[src/rtl/sigmoid_inverse_search.sv]
// Inverse sigmoid lookup: binary search over the monotonic sigmoid table
// for the largest entry <= target, returning its signed (floor logit) index.
//
// Ports:
//   clk, rst_n           rising-edge clock, async active-low reset
//   start, target        one-cycle request and IEEE-754 double probability
//   busy, done           search in progress / one-cycle result strobe
//   result, underflow    signed index (sign-extended) and below-table flag
//   rom_rd_en, rom_addr  table read strobe and address
//   rom_data             table word, valid one cycle after rom_rd_en
module sigmoid_inverse_search #(
    parameter int DEPTH  = 500,
    parameter int OFFSET = 250,
    parameter int AW     = 9
) (
    input  logic          clk,
    input  logic          rst_n,
    input  logic          start,
    input  logic [63:0]   target,
    output logic          busy,
    output logic          done,
    output logic [63:0]   result,
    output logic          underflow,
    output logic          rom_rd_en,
    output logic [AW-1:0] rom_addr,
    input  logic [63:0]   rom_data
);

    typedef enum logic [2:0] {
        IDLE,
        RD0,
        CMP0,
        RD,
        CMP,
        FIN
    } state_t;

    localparam logic [AW-1:0] TOP  = AW'(DEPTH - 1);
    localparam logic [AW-1:0] MID0 = AW'(DEPTH / 2);

    state_t        state;
    logic [63:0]   tgt;
    logic [AW-1:0] lo;
    logic [AW-1:0] hi;
    logic [AW-1:0] mid;

    // Non-negative doubles order the same as their raw bit patterns.
    logic          le;
    logic [AW-1:0] nlo;
    logic [AW-1:0] nhi;
    logic [AW:0]   sum;
    logic [AW-1:0] nmid;

    assign le = (rom_data <= tgt);

    // Next search bounds after a CMP, and the upper-biased midpoint
    // of that interval (extra bit keeps lo+hi+1 from wrapping).
    always_comb begin
        nlo = lo;
        nhi = hi;
        if (le) begin
            nlo = mid;
        end else begin
            nhi = mid - AW'(1);
        end
        sum  = {1'b0, nlo} + {1'b0, nhi} + (AW+1)'(1);
        nmid = AW'(sum >> 1);
    end

    function automatic logic [63:0] to_index(input logic [AW-1:0] v);
        return 64'(v) - 64'(OFFSET);
    endfunction

    always_ff @(posedge clk or negedge rst_n) begin
        if (!rst_n) begin
            state     <= IDLE;
            tgt       <= '0;
            lo        <= '0;
            hi        <= '0;
            mid       <= '0;
            busy      <= 1'b0;
            done      <= 1'b0;
            result    <= '0;
            underflow <= 1'b0;
            rom_rd_en <= 1'b0;
            rom_addr  <= '0;
        end else begin
            done      <= 1'b0;
            rom_rd_en <= 1'b0;
            unique case (state)
                IDLE: begin
                    if (start) begin
                        tgt  <= target;
                        busy <= 1'b1;
                        if (target[63]) begin
                            lo        <= '0;
                            result    <= to_index('0);
                            underflow <= 1'b1;
                            done      <= 1'b1;
                            state     <= FIN;
                        end else begin
                            rom_rd_en <= 1'b1;
                            rom_addr  <= '0;
                            state     <= RD0;
                        end
                    end
                end
                RD0: begin
                    state <= CMP0;
                end
                CMP0: begin
                    lo <= '0;
                    if (!le) begin
                        result    <= to_index('0);
                        underflow <= 1'b1;
                        done      <= 1'b1;
                        state     <= FIN;
                    end else if (TOP != '0) begin
                        hi        <= TOP;
                        mid       <= MID0;
                        rom_rd_en <= 1'b1;
                        rom_addr  <= MID0;
                        state     <= RD;
                    end else begin
                        hi        <= TOP;
                        result    <= to_index('0);
                        underflow <= 1'b0;
                        done      <= 1'b1;
                        state     <= FIN;
                    end
                end
                RD: begin
                    state <= CMP;
                end
                CMP: begin
                    lo <= nlo;
                    hi <= nhi;
                    if (nlo < nhi) begin
                        mid       <= nmid;
                        rom_rd_en <= 1'b1;
                        rom_addr  <= nmid;
                        state     <= RD;
                    end else begin
                        result    <= to_index(nlo);
                        underflow <= 1'b0;
                        done      <= 1'b1;
                        state     <= FIN;
                    end
                end
                FIN: begin
                    busy  <= 1'b0;
                    state <= IDLE;
                end
                default: begin
                    busy  <= 1'b0;
                    state <= IDLE;
                end
            endcase
        end
    end

endmodule
[config.mk]
export PLATFORM = sky130hd
export DESIGN_NAME = sigmoid_inverse_search
export DESIGN_NICKNAME = d
export VERILOG_FILES = /design/src/rtl/sigmoid_inverse_search.sv
export SDC_FILE = /design/constraint.sdc
export NUM_CORES = 1
export LEC_CHECK = 0
export CAP_MARGIN = 20
export CORE_ASPECT_RATIO = 1.5
export CORE_MARGIN = 2
export CORE_UTILIZATION = 54
export CTS_BUF_LIST = sky130_fd_sc_hd__clkbuf_8
export CTS_CLUSTER_SIZE = 20
export DETAILED_ROUTE_END_ITERATION = 8
export PLACE_DENSITY_LB_ADDON = 0.12
export SLEW_MARGIN = 0
export SYNTH_ARGS = -nofsm -noshare
export SYNTH_HDL_FRONTEND = slang
export SYNTH_SLANG_ARGS = --single-unit
[constraint.sdc]
create_clock -name clk -period 7.9 [get_ports clk]
set_clock_uncertainty 0.15 [all_clocks]
set_input_delay 2.37 -clock clk [delete_from_list [all_inputs] [get_ports clk]]
set_output_delay 2.37 -clock clk [all_outputs]
set_load 0.02 [all_outputs]
==> impl_metrics.tcl <==
set metrics [dict create \
    ys_warn_count 0 \
    num_rows 52 \
    dp.cells 1157 \
    cp_max_fo 11 \
    insertion_delay_ns 0.44 \
    synth.area.top_cells "dfrtp_1, ha_1, o21ai_0" \
    cp_top_family "compound AO/OA/AOI/OAI gates" \
    cp-start-kind "input port" \
    ys_seq_area_share_pct 38.93 \
    syn_avg_cell_area_sq_um 8.796 \
    setup_violations 0 \
    grt_overflow 0 \
    layout.cells.non_filler 1190 \
    min_path_type "reg -> reg" \
    final_nets 1229 \
    slew_headroom_pct 28.97 \
    grt_pass1_vias 6438 \
    postLayoutCoreUtil_pct 72.99 \
    reg2reg_depth 24 \
    endpoint_kind "register" \
    cpPeakStageDelay_ns 0.59 \
    fin_crit_sh_pct 90.80 \
    hold_viol_final 0 \
    n_fill_cell 1064 \
    power.density_mw_per_mm2 442.4 \
    rsz0062_at_grt "false" \
    synth-edff-count 0 \
    whs_path_depth 1 \
    path_clk_slew_ns 0.08 \
    post_cts_buffers 0 \
    fmax_ghz 0.1394 \
    ys_top_cells_by_count "nand2_1, dfrtp_1, o21ai_0" \
    vdd.ir_drop.worst_mv 0.4022 \
    finalSetupTns_ns 0 \
    cap_viol_max_count 0 \
    crit_path_cell_trace "clkdlybuf4s50_1 -> ha_1 -> nand4_1 -> nor4_4 -> nand3_1 -> a31oi_1 -> a21oi_2 -> a21oi_4 -> buf_4 -> nand2_1 -> o21ai_0 -> inv_1 -> ha_1 -> inv_1 -> a21oi_1 -> o21bai_1 -> a21oi_1 -> o21bai_1 -> a21oi_1 -> o31ai_1 -> buf_4 -> a211oi_4 -> nor2_1 -> a22oi_1" \
    syn_nets 1069 \
    dieArea_sq_mm 0.01491 \
    areaGrowthSynthToFinish_pct 31.34 \
    critPathSlowestCell "nor2_1" \
    crit_type "in -> reg" \
    first_iter_violations 302 \
    wl_um 20150 \
    track_usage_pct 27.13 \
    ys_types 59 \
    async_flop_share_pct 100.0 \
    cts_tree "built" \
    cp.arrival_ns 7.30 \
    antenna_found_initial 0 \
    required_ns 8.03 \
    ctsResizeCount 0 \
    io_pins 208 \
    rr_startpoint "tgt[57]$_DFFE_PN0P_" \
    cellLeakagePower_nw 4.442 \
    cts_num_sinks 117 \
    clockBufferDepth 2 \
    grt_pass1_wl_um 31480 \
    tightestPinTransition_ns 1.062 \
    ctsHtreeMaxLevel 4 \
    place.port_buffers 207 \
    synthFlopType "dfrtp_1" \
    hpwl_um 15240 \
    slew_viol_final 0 \
    yosysTopAreaCell "dfrtp_1" \
    fin_crit_ns 7.173 \
    timing.rr.end "mid[1]$_DFFE_PN0P_" \
    crit_top_cell "a21oi_1" \
    place_congestion 0.9185 \
    clockRootBuffer "clkbuf_8" \
    wl_per_cell_um 16.93 \
    start_util_pct 55.58 \
    die-width_um 100.4 \
    synth_top_area_share_pct 38.93 \
    yosys_register_bits 117 \
    p_total_w 0.004370 \
    drc 0 \
    dpl_cell_area_sq_mm 0.009390 \
    vias 6472 \
    startpoint "rom_data[57]" \
    drt-pass1-iter-count 5 \
    cp.depth 24 \
    syn_area_sq_mm 0.007521 \
    final_area_sq_mm 0.009878 \
    crit_end "mid[1]$_DFFE_PN0P_" \
    status "finished clean" \
    syn_inst 855 \
    critPathBufInv 5 \
    drtAntennaViolNets 0 \
    diodes 0 \
    layout-drive-gt1-share_pct 6.031 \
    viasPerCell 5.439 \
    grt_max_degree 128 \
    reg2reg_slack_ns 2.71 \
    die_h_um 148.5 \
    synth_most_common_cell "nand2_1" \
    core_area_sq_mm 0.01353 \
    holdBufCountCts 0 \
    cts_buffers 17 \
]
final cells by class:
type                            instances  area, sq um  area share (%)
Tap cell                              162        202.7           2.052
Multi-Input combinational cell        554         3691           37.37
Clock buffer                           20        275.3           2.787
Sequential cell                       117         2928           29.64
Inverter                              101        379.1           3.838
Clock inverter                         12        185.2           1.875
Timing Repair Buffer                  224         2217           22.44
cell usage in the layout, fill, tap and decap left out, types with 7 or more instances in the layout:
cell type,n
nand3_1,7
nand4_1,16
o21ai_0,102
mux2i_1,10
inv_1,105
xor2_1,7
ha_1,82
a21oi_1,56
nand2_1,123
nand2b_1,8
buf_4,17
o2bb2ai_1,7
xnor2_1,13
nor3_1,8
clkdlybuf4s50_1,206
nor2_1,36
clkbuf_8,20
dfrtp_1,117
power by group:
group | total [W] | internal (W) | leakage [nW] | switching (W)
sequential | 0.00102 | 0.000865 | 1.41 | 0.000150
combinational | 0.00271 | 0.00114 | 2.79 | 0.00157
clock | 0.000644 | 0.000396 | 0.240 | 0.000248
cell families after synthesis:
family | synth area share (%)
adders and majority gates | 13.91
and+or+nand+nor | 13.04
muxes | 2.080
buffers and inverters | 12.03
DFF | 38.93
xor gates and xnor gates | 2.329
AOI/OAI and AO/OA | 17.68
registers in the layout, indices dropped and copies added, names as in the netlist:
| register | cells |
|---|---|
| rom_addr | 9 |
| hi | 9 |
| busy | 1 |
| state | 3 |
| lo | 9 |
| done | 1 |
| tgt | 64 |
| result | 10 |
| mid | 9 |
| rom_rd_en | 1 |
| underflow | 1 |
metrics by stage:
step | worst slack [ns] | hold slack (ns)
2_1_floorplan | 1.197 | 0.2991
3_3_place_gp | 0.4251 | 0.3307
3_5_place_dp | 0.3328 | 0.3335
4_1_cts | 0.7711 | 0.3553
5_1_grt | 0.3256 | 0.3679
6_report | 0.7268 | 0.3511
layer usage:
| layer | global-route usage [%] | vias to the layer above | part of all wire [%] |
|---|---|---|---|
| met5 | 0 | - | 0 |
| met3 | 5.592 | 50 | 6.2 |
| li1 | - | 3158 | - |
| met2 | 48.09 | 193 | 52 |
| met1 | 31.68 | 3071 | 39 |
| met4 | 10.89 | 0 | 3.0 |
worst min-delay path by stage:
stage | from | end | slack [ns]
after floorplan | tgt[0]$_DFFE_PN0P_ | tgt[0]$_DFFE_PN0P_ | 0.30
after global placement | rom_addr[5]$_DFFE_PN0P_ | rom_addr[5]$_DFFE_PN0P_ | 0.33
after detailed placement | rom_addr[3]$_DFFE_PN0P_ | rom_addr[3]$_DFFE_PN0P_ | 0.33
after CTS | rom_addr[3]$_DFFE_PN0P_ | rom_addr[3]$_DFFE_PN0P_ | 0.36
after global routing | rom_addr[4]$_DFFE_PN0P_ | rom_addr[4]$_DFFE_PN0P_ | 0.37
final | rom_addr[5]$_DFFE_PN0P_ | rom_addr[5]$_DFFE_PN0P_ | 0.35
Note: power is estimated with default switching activity, not from simulation.
